===== config.mk =====
export PLATFORM = sky130hd
export DESIGN_NAME = hilo_muldiv_ctrl_flat
export DESIGN_NICKNAME = d
export VERILOG_FILES = /design/src/rtl/hilo_muldiv_ctrl_if.sv /design/src/rtl/hilo_muldiv_ctrl.sv /design/src/flat_wrapper.sv
export SDC_FILE = /design/constraint.sdc
export NUM_CORES = 1
export LEC_CHECK = 0
export ABC_AREA = 0
export ABC_CLOCK_PERIOD_IN_PS = 8400
export CORE_MARGIN = 5
export CORE_UTILIZATION = 32
export CTS_BUF_LIST = sky130_fd_sc_hd__clkbuf_4 sky130_fd_sc_hd__clkbuf_8 sky130_fd_sc_hd__clkbuf_16
export DETAILED_ROUTE_END_ITERATION = 12
export MAX_ROUTING_LAYER = met4
export PLACE_DENSITY_LB_ADDON = 0.25
export SYNTH_ARGS = -nofsm -noshare
export SYNTH_HDL_FRONTEND = slang
export SYNTH_SLANG_ARGS = --single-unit

===== constraint.sdc =====
create_clock -name clk -period 8.4 [get_ports clk]
set_clock_uncertainty 0.05 [all_clocks]
set_input_delay 0.84 -clock clk [delete_from_list [all_inputs] [get_ports clk]]
set_output_delay 0.84 -clock clk [all_outputs]
set_load 0.01 [all_outputs]

===== src/rtl/hilo_muldiv_ctrl_if.sv =====
// rtl/hilo_muldiv_ctrl_if.sv - request/result bundle between EX stage and HI/LO mul/div sequencer
interface hilo_muldiv_ctrl_if #(
    parameter int WIDTH = 32
);
    logic             start;
    logic [1:0]       op;
    logic [WIDTH-1:0] opA;
    logic [WIDTH-1:0] opB;
    logic             cancel;
    logic             busy;
    logic             hiWtCe;
    logic             loWtCe;
    logic [WIDTH-1:0] hiWtData;
    logic [WIDTH-1:0] loWtData;
    logic             divZero;

    // EX-stage side: issues requests and flushes, consumes stall and write port
    modport master (
        output start, op, opA, opB, cancel,
        input  busy, hiWtCe, loWtCe, hiWtData, loWtData, divZero
    );

    // Sequencer side
    modport slave (
        input  start, op, opA, opB, cancel,
        output busy, hiWtCe, loWtCe, hiWtData, loWtData, divZero
    );
endinterface


===== src/rtl/hilo_muldiv_ctrl.sv =====
// rtl/hilo_muldiv_ctrl.sv - multi-cycle shift-add multiplier / restoring divider owning HI/LO writes
module hilo_muldiv_ctrl #(
    parameter int WIDTH = 32,
    parameter int CNT_W = 6
) (
    input  logic                 clk,
    input  logic                 rst,
    hilo_muldiv_ctrl_if.slave    bus
);
    localparam logic [1:0] S_IDLE = 2'd0;
    localparam logic [1:0] S_MUL  = 2'd1;
    localparam logic [1:0] S_DIV  = 2'd2;
    localparam logic [1:0] S_DONE = 2'd3;

    // Counter value meaning "all iterations done, apply sign fix-up on this edge"
    localparam logic [CNT_W-1:0] CNT_LAST = CNT_W'(WIDTH);

    logic [1:0]       state;
    logic [CNT_W-1:0] cnt;
    logic             busy_q;
    logic             is_div;
    logic             is_dz;
    logic             neg_p;    // negate product / quotient
    logic             neg_r;    // negate remainder (dividend was negative)
    logic [WIDTH-1:0] mc;       // multiplicand or divisor magnitude
    logic [WIDTH-1:0] p_hi;     // product high half or partial remainder
    logic [WIDTH-1:0] p_lo;     // multiplier bits / quotient bits
    logic [WIDTH-1:0] res_hi;
    logic [WIDTH-1:0] res_lo;
    logic [WIDTH-1:0] hold_hi;
    logic [WIDTH-1:0] hold_lo;

    // Operand magnitudes; an unsigned W-bit magnitude already covers the most-negative value
    logic             a_neg;
    logic             b_neg;
    logic [WIDTH-1:0] mag_a;
    logic [WIDTH-1:0] mag_b;

    // Per-iteration datapath
    logic [WIDTH:0]   mul_sum;
    logic [WIDTH:0]   div_shift;
    logic [WIDTH:0]   div_diff;
    logic             div_ge;

    // Final results with signs applied
    logic [2*WIDTH-1:0] prod;
    logic [2*WIDTH-1:0] prod_fix;
    logic [WIDTH-1:0]   q_fix;
    logic [WIDTH-1:0]   r_fix;
    logic [WIDTH-1:0]   fin_hi;
    logic [WIDTH-1:0]   fin_lo;

    logic             wr;

    // Operand sign decode and magnitudes (signed ops have op[0]=1)
    always_comb begin
        a_neg = bus.op[0] & bus.opA[WIDTH-1];
        b_neg = bus.op[0] & bus.opB[WIDTH-1];
        mag_a = a_neg ? (~bus.opA + 1'b1) : bus.opA;
        mag_b = b_neg ? (~bus.opB + 1'b1) : bus.opB;
    end

    // One shift-add step and one restoring-divide step, selected by state
    always_comb begin
        mul_sum   = {1'b0, p_hi} + (p_lo[0] ? {1'b0, mc} : '0);
        div_shift = {p_hi, p_lo[WIDTH-1]};
        div_diff  = div_shift - {1'b0, mc};
        div_ge    = ~div_diff[WIDTH];
    end

    // Sign fix-up and result selection, consumed on the edge entering DONE
    always_comb begin
        prod     = {p_hi, p_lo};
        prod_fix = neg_p ? (~prod + 1'b1) : prod;
        q_fix    = neg_p ? (~p_lo + 1'b1) : p_lo;
        r_fix    = neg_r ? (~p_hi + 1'b1) : p_hi;
        if (is_dz) begin
            fin_hi = p_hi;
            fin_lo = '1;
        end else if (is_div) begin
            fin_hi = r_fix;
            fin_lo = q_fix;
        end else begin
            fin_hi = prod_fix[2*WIDTH-1:WIDTH];
            fin_lo = prod_fix[WIDTH-1:0];
        end
    end

    // Write port: pulse only in DONE, killed by a same-cycle flush; data holds otherwise
    always_comb begin
        wr           = (state == S_DONE) && !bus.cancel;
        bus.hiWtCe   = wr;
        bus.loWtCe   = wr;
        bus.divZero  = wr && is_dz;
        bus.hiWtData = wr ? res_hi : hold_hi;
        bus.loWtData = wr ? res_lo : hold_lo;
        bus.busy     = busy_q;
    end

    // Sequencer FSM and iteration registers
    always_ff @(posedge clk or negedge rst) begin
        if (!rst) begin
            state   <= S_IDLE;
            cnt     <= '0;
            busy_q  <= 1'b0;
            is_div  <= 1'b0;
            is_dz   <= 1'b0;
            neg_p   <= 1'b0;
            neg_r   <= 1'b0;
            mc      <= '0;
            p_hi    <= '0;
            p_lo    <= '0;
            res_hi  <= '0;
            res_lo  <= '0;
            hold_hi <= '0;
            hold_lo <= '0;
        end else if (bus.cancel) begin
            state  <= S_IDLE;
            cnt    <= '0;
            busy_q <= 1'b0;
        end else begin
            case (state)
                S_IDLE: begin
                    if (bus.start) begin
                        busy_q <= 1'b1;
                        is_div <= bus.op[1];
                        neg_p  <= a_neg ^ b_neg;
                        neg_r  <= bus.op[1] & a_neg;
                        mc     <= bus.op[1] ? mag_b : mag_a;
                        p_lo   <= bus.op[1] ? mag_a : mag_b;
                        if (bus.op[1] && (bus.opB == '0)) begin
                            // Skip iterations: next edge finishes with raw dividend in HI
                            is_dz <= 1'b1;
                            p_hi  <= bus.opA;
                            cnt   <= CNT_LAST;
                            state <= S_DIV;
                        end else begin
                            is_dz <= 1'b0;
                            p_hi  <= '0;
                            cnt   <= '0;
                            state <= bus.op[1] ? S_DIV : S_MUL;
                        end
                    end
                end
                S_MUL, S_DIV: begin
                    if (cnt == CNT_LAST) begin
                        res_hi <= fin_hi;
                        res_lo <= fin_lo;
                        busy_q <= 1'b0;
                        state  <= S_DONE;
                    end else begin
                        cnt <= cnt + 1'b1;
                        if (state == S_MUL) begin
                            p_hi <= mul_sum[WIDTH:1];
                            p_lo <= {mul_sum[0], p_lo[WIDTH-1:1]};
                        end else begin
                            p_hi <= div_ge ? div_diff[WIDTH-1:0] : div_shift[WIDTH-1:0];
                            p_lo <= {p_lo[WIDTH-2:0], div_ge};
                        end
                    end
                end
                default: begin
                    hold_hi <= res_hi;
                    hold_lo <= res_lo;
                    state   <= S_IDLE;
                end
            endcase
        end
    end
endmodule


===== src/flat_wrapper.sv =====
// flat-port wrapper written by rule: the top's interface ports become plain ports
module hilo_muldiv_ctrl_flat 
#(
    parameter int WIDTH = 32,
    parameter int CNT_W = 6
)
  (clk, rst, bus_start, bus_op, bus_opA, bus_opB, bus_cancel, bus_busy, bus_hiWtCe, bus_loWtCe, bus_hiWtData, bus_loWtData, bus_divZero);
  hilo_muldiv_ctrl_if #(.WIDTH(WIDTH)) bus_i ();
  input  logic clk;
  input  logic rst;
  input wire logic [$bits(bus_i.start)-1:0] bus_start;
  input wire logic [$bits(bus_i.op)-1:0] bus_op;
  input wire logic [$bits(bus_i.opA)-1:0] bus_opA;
  input wire logic [$bits(bus_i.opB)-1:0] bus_opB;
  input wire logic [$bits(bus_i.cancel)-1:0] bus_cancel;
  output wire logic [$bits(bus_i.busy)-1:0] bus_busy;
  output wire logic [$bits(bus_i.hiWtCe)-1:0] bus_hiWtCe;
  output wire logic [$bits(bus_i.loWtCe)-1:0] bus_loWtCe;
  output wire logic [$bits(bus_i.hiWtData)-1:0] bus_hiWtData;
  output wire logic [$bits(bus_i.loWtData)-1:0] bus_loWtData;
  output wire logic [$bits(bus_i.divZero)-1:0] bus_divZero;
  assign bus_i.start = bus_start;
  assign bus_i.op = bus_op;
  assign bus_i.opA = bus_opA;
  assign bus_i.opB = bus_opB;
  assign bus_i.cancel = bus_cancel;
  assign bus_busy = bus_i.busy;
  assign bus_hiWtCe = bus_i.hiWtCe;
  assign bus_loWtCe = bus_i.loWtCe;
  assign bus_hiWtData = bus_i.hiWtData;
  assign bus_loWtData = bus_i.loWtData;
  assign bus_divZero = bus_i.divZero;
  hilo_muldiv_ctrl #(.WIDTH(WIDTH), .CNT_W(CNT_W)) u_core (.clk(clk), .rst(rst), .bus(bus_i));
endmodule

==> flow_metrics.env <==
export IMPL_status="completed"
export IMPL_cts_buffers=29
export IMPL_ant_nets=0
export IMPL_yosys_top_cells_count="239 x nand2_1, 237 x dfrtp_1, 232 x a21oi_1"
export IMPL_die_x_um=246
export IMPL_p_per_area_nw_per_um2=394
export IMPL_drt_initial_drc_count=1510
export IMPL_wl_per_cell_um=22.0
export IMPL_grt_pass1_wl_um=100000
export IMPL_fin_crit_ns=4.54
export IMPL_slew_headroom=0.168
export IMPL_cts_hold_buf=0
export IMPL_synth_avg_cell_area_um2=8.14
export IMPL_critPathRequiredTime_ns=8.81
export IMPL_design_area_um2=20700
export IMPL_cts_root_buffer="clkbuf_16"
export IMPL_worst_skew_pair_late_latency_ns=0.59
export IMPL_synth_edf_count=0
export IMPL_firstDrtPassIters=6
export IMPL_rows=86
export IMPL_timing_final_crit_share=0.540
export IMPL_combPwrFrac=0.598
export IMPL_cts_resized=0
export IMPL_fin_ws_ns=3.86
export IMPL_place_ws_ns=3.58
export IMPL_syn_area_um2=17800
export IMPL_cp_cell_sequence="inv_1 > buf_4 > nor2_1 > fa_1 > a211o_1 > a21oi_1 > a21oi_1 > o21ai_0 > o211ai_1 > nand4_1 > nor2b_1 > o41ai_1 > a21oi_1 > a31oi_1"
export IMPL_core_um2=55100
export IMPL_worst_ir_drop_vdd_mv=0.223
export IMPL_cts_setup_buffers=0
export IMPL_overflow=0
export IMPL_p_leak_nw=8.67
export IMPL_n_antenna_cell=0
export IMPL_finalHoldViolations=0
export IMPL_whs_ns=0.286
export IMPL_syn_num_nets=2331
export IMPL_fin_setup_tns_ns=0
export IMPL_reg2reg_setup_slack_ns=3.86
export IMPL_route_detailed_drc=0
export IMPL_ctsHtreeMaxLevel=1
export IMPL_synth_top_cell_area_share=0.333
export IMPL_synth_async_reset_ratio=1.00
export IMPL_synth_seq_area_share=0.333
export IMPL_drv_slew=0
export IMPL_viasPerCell=5.55
export IMPL_nets=2377
export IMPL_arrival_ns=4.95
export IMPL_grt_util_all_layers=0.217
export IMPL_path_max_fanout=31
export IMPL_vias=16700
export IMPL_critPathTopFamily="compound AO/OA/AOI/OAI gates"
export IMPL_final_util=0.375
export IMPL_seqPwrFrac=0.242
export IMPL_cp_depth=14
export IMPL_dp_hpwl_um=49800
export IMPL_startpoint_type="register"
export IMPL_cp_end_kind="register"
export IMPL_cts_sinks=237
export IMPL_synth_largest_area_cell="dfrtp_1"
export IMPL_reg2reg_depth=14
export IMPL_p_int_mw=4.05
export IMPL_layout_cells_non_filler=3001
export IMPL_rsz0062_at_grt="false"
export IMPL_dp_cells=2948
export IMPL_grt_pass1_vias=16200
export IMPL_yosysWarnings=0
export IMPL_synth_most_common_cell="nand2_1"
export IMPL_io_buffers=137
export IMPL_clk_pin_slew_worst_paths_ns=0.06
export IMPL_die_h_um=246
export IMPL_critical_path_max_stage_delay_ns=0.56
export IMPL_cts_tree="done"
export IMPL_routed_wl_um=66100
export IMPL_fmax_ghz=0.220
export IMPL_start_util=0.323
export IMPL_synthFlopType="dfrtp_1"
export IMPL_p_total_mw=8.13
export IMPL_tightest_slew_ns=1.25
export IMPL_synthCells=2185
export IMPL_worst_path_max_delay_cell="o21ai_0"
export IMPL_die_area_um2=60400
export IMPL_ys_types=82
export IMPL_clkPwrFrac=0.160
export IMPL_drive_gt1_frac=0.0879
export IMPL_io_pins=138
export IMPL_min_path_type="input pin to async pin"
export IMPL_p_sw_frac=0.502
export IMPL_cts_max_path_buffers=3
export IMPL_timing_max_cap_violations=0
export IMPL_setup_violations=0
export IMPL_layout_area_overhead_vs_synth_pct=16.1
export IMPL_dpl_cell_area_um2=19700
export IMPL_grt_max_degree=114
export IMPL_power_switching_mw=4.08
export IMPL_cp_buffers_inverters=2
export IMPL_synth_top_cells_by_area="dfrtp_1 33%, a21oi_1 6.5%, o21ai_0 5.8%"
export IMPL_ys_seq_elements=237
export IMPL_crit_top_cell="a21oi_1"
export IMPL_gp_congestion=0.950
export IMPL_critical_path_class="register to register"
export IMPL_antenna_found_initial=0
-- cells by family (layout without fill, tap and decap cells) --
| kind of cell | count (synthesis) | in the layout | share of synthesized area |
|---|---|---|---|
| compound gates | 678 | 678 | 0.228 |
| xor+xnor | 177 | 177 | 0.0872 |
| fa+ha+maj | 76 | 76 | 0.0543 |
| buf+inv | 208 | 276 | 0.0488 |
| flops | 237 | 237 | 0.333 |
| mux | 104 | 104 | 0.0648 |
| simple gates | 705 | 705 | 0.184 |
-- worst paths after layout --
kind / end / startpoint
hold / removal: u_core.hold_lo[18]$_DFFE_PN0P_ / rst
setup reg to reg: u_core.p_hi[31]$_DFFE_PN0P_ / u_core.p_lo[0]$_DFFE_PN0P_
max in group asynchronous: u_core.p_lo[5]$_DFFE_PN0P_ / rst
hold reg to reg: u_core.mc[27]$_DFFE_PN0P_ / u_core.mc[27]$_DFFE_PN0P_
min in group clk: u_core.mc[27]$_DFFE_PN0P_ / u_core.mc[27]$_DFFE_PN0P_
setup / recovery: u_core.p_hi[31]$_DFFE_PN0P_ / u_core.p_lo[0]$_DFFE_PN0P_
-- power by group through the flow --
stage	combinational, mW	clock (mW)	sequential, mW
6_report	4.86	1.30	1.97
5_1_grt	5.33	1.38	2.00
4_1_cts	4.82	1.33	1.95
3_5_place_dp	4.80	0	1.98
3_3_place_gp	4.80	0	1.97
2_1_floorplan	3.47	0	1.69
-- layout by cell type, fill, tap and decap left out, types with 6 or more instances in the layout --
master,instances
dfrtp_1,237
o21a_1,9
o41ai_1,17
ha_1,72
xnor2_1,79
inv_1,65
nor2b_1,14
nand4_1,23
or3_1,24
a221oi_1,9
nand3_1,38
o31ai_1,29
and2_1,9
a21o_1,34
or4_1,17
nor3_1,31
xor2_1,97
nor2_1,228
or2_2,6
buf_4,20
mux2i_1,15
nand2_1,239
clkdlybuf4s50_1,135
a22oi_1,6
o211ai_1,9
and3_1,8
nand2b_1,18
clkbuf_16,29
o21ai_1,6
a31oi_1,15
clkbuf_8,6
a21oi_1,232
a211oi_1,58
nor4_1,17
mux2_2,89
o21ai_0,206
-- worst register-to-register path: stages, from the launching register on --
cell      delay (ns)
dfrtp_1         0.50
inv_1           0.14
buf_4           0.39
nor2_1          0.17
fa_1            0.47
a211o_1         0.31
a21oi_1         0.37
a21oi_1         0.18
o21ai_0         0.56
o211ai_1        0.29
nand4_1         0.23
nor2b_1         0.34
o41ai_1         0.17
a21oi_1         0.20
a31oi_1         0.06
-- cell type report --
cell class,instances,area [um^2]
Tap cell,748,936
Clock inverter,14,143
Multi-Input combinational cell,1740,11000
Clock buffer,39,838
Sequential cell,237,5930
Inverter,67,251
Timing Repair Buffer,156,1520
Fill cell,5794,34400
-- flip-flops by register name (all words and copies together), names as in the netlist --
| name | cells |
|---|---|
| u_core.is_dz | 1 |
| u_core.is_div | 1 |
| u_core.hold_lo | 32 |
| u_core.p_lo | 32 |
| u_core.res_hi | 32 |
| u_core.hold_hi | 32 |
| u_core.p_hi | 32 |
| u_core.neg_r | 1 |
| u_core.cnt | 6 |
| u_core.res_lo | 32 |
| u_core.state | 2 |
| u_core.neg_p | 1 |
| u_core.bus.busy | 1 |
| u_core.mc | 32 |
-- layer usage --
metal	routed length, um	GRT usage	up-vias
li1	-	-	7901
met1	29900	0.298	8056
met2	29600	0.333	578
met3	3750	0.0257	131
met4	2830	0.0793	0
met5	0	-	-
Note: power is estimated with default switching activity, not from simulation.
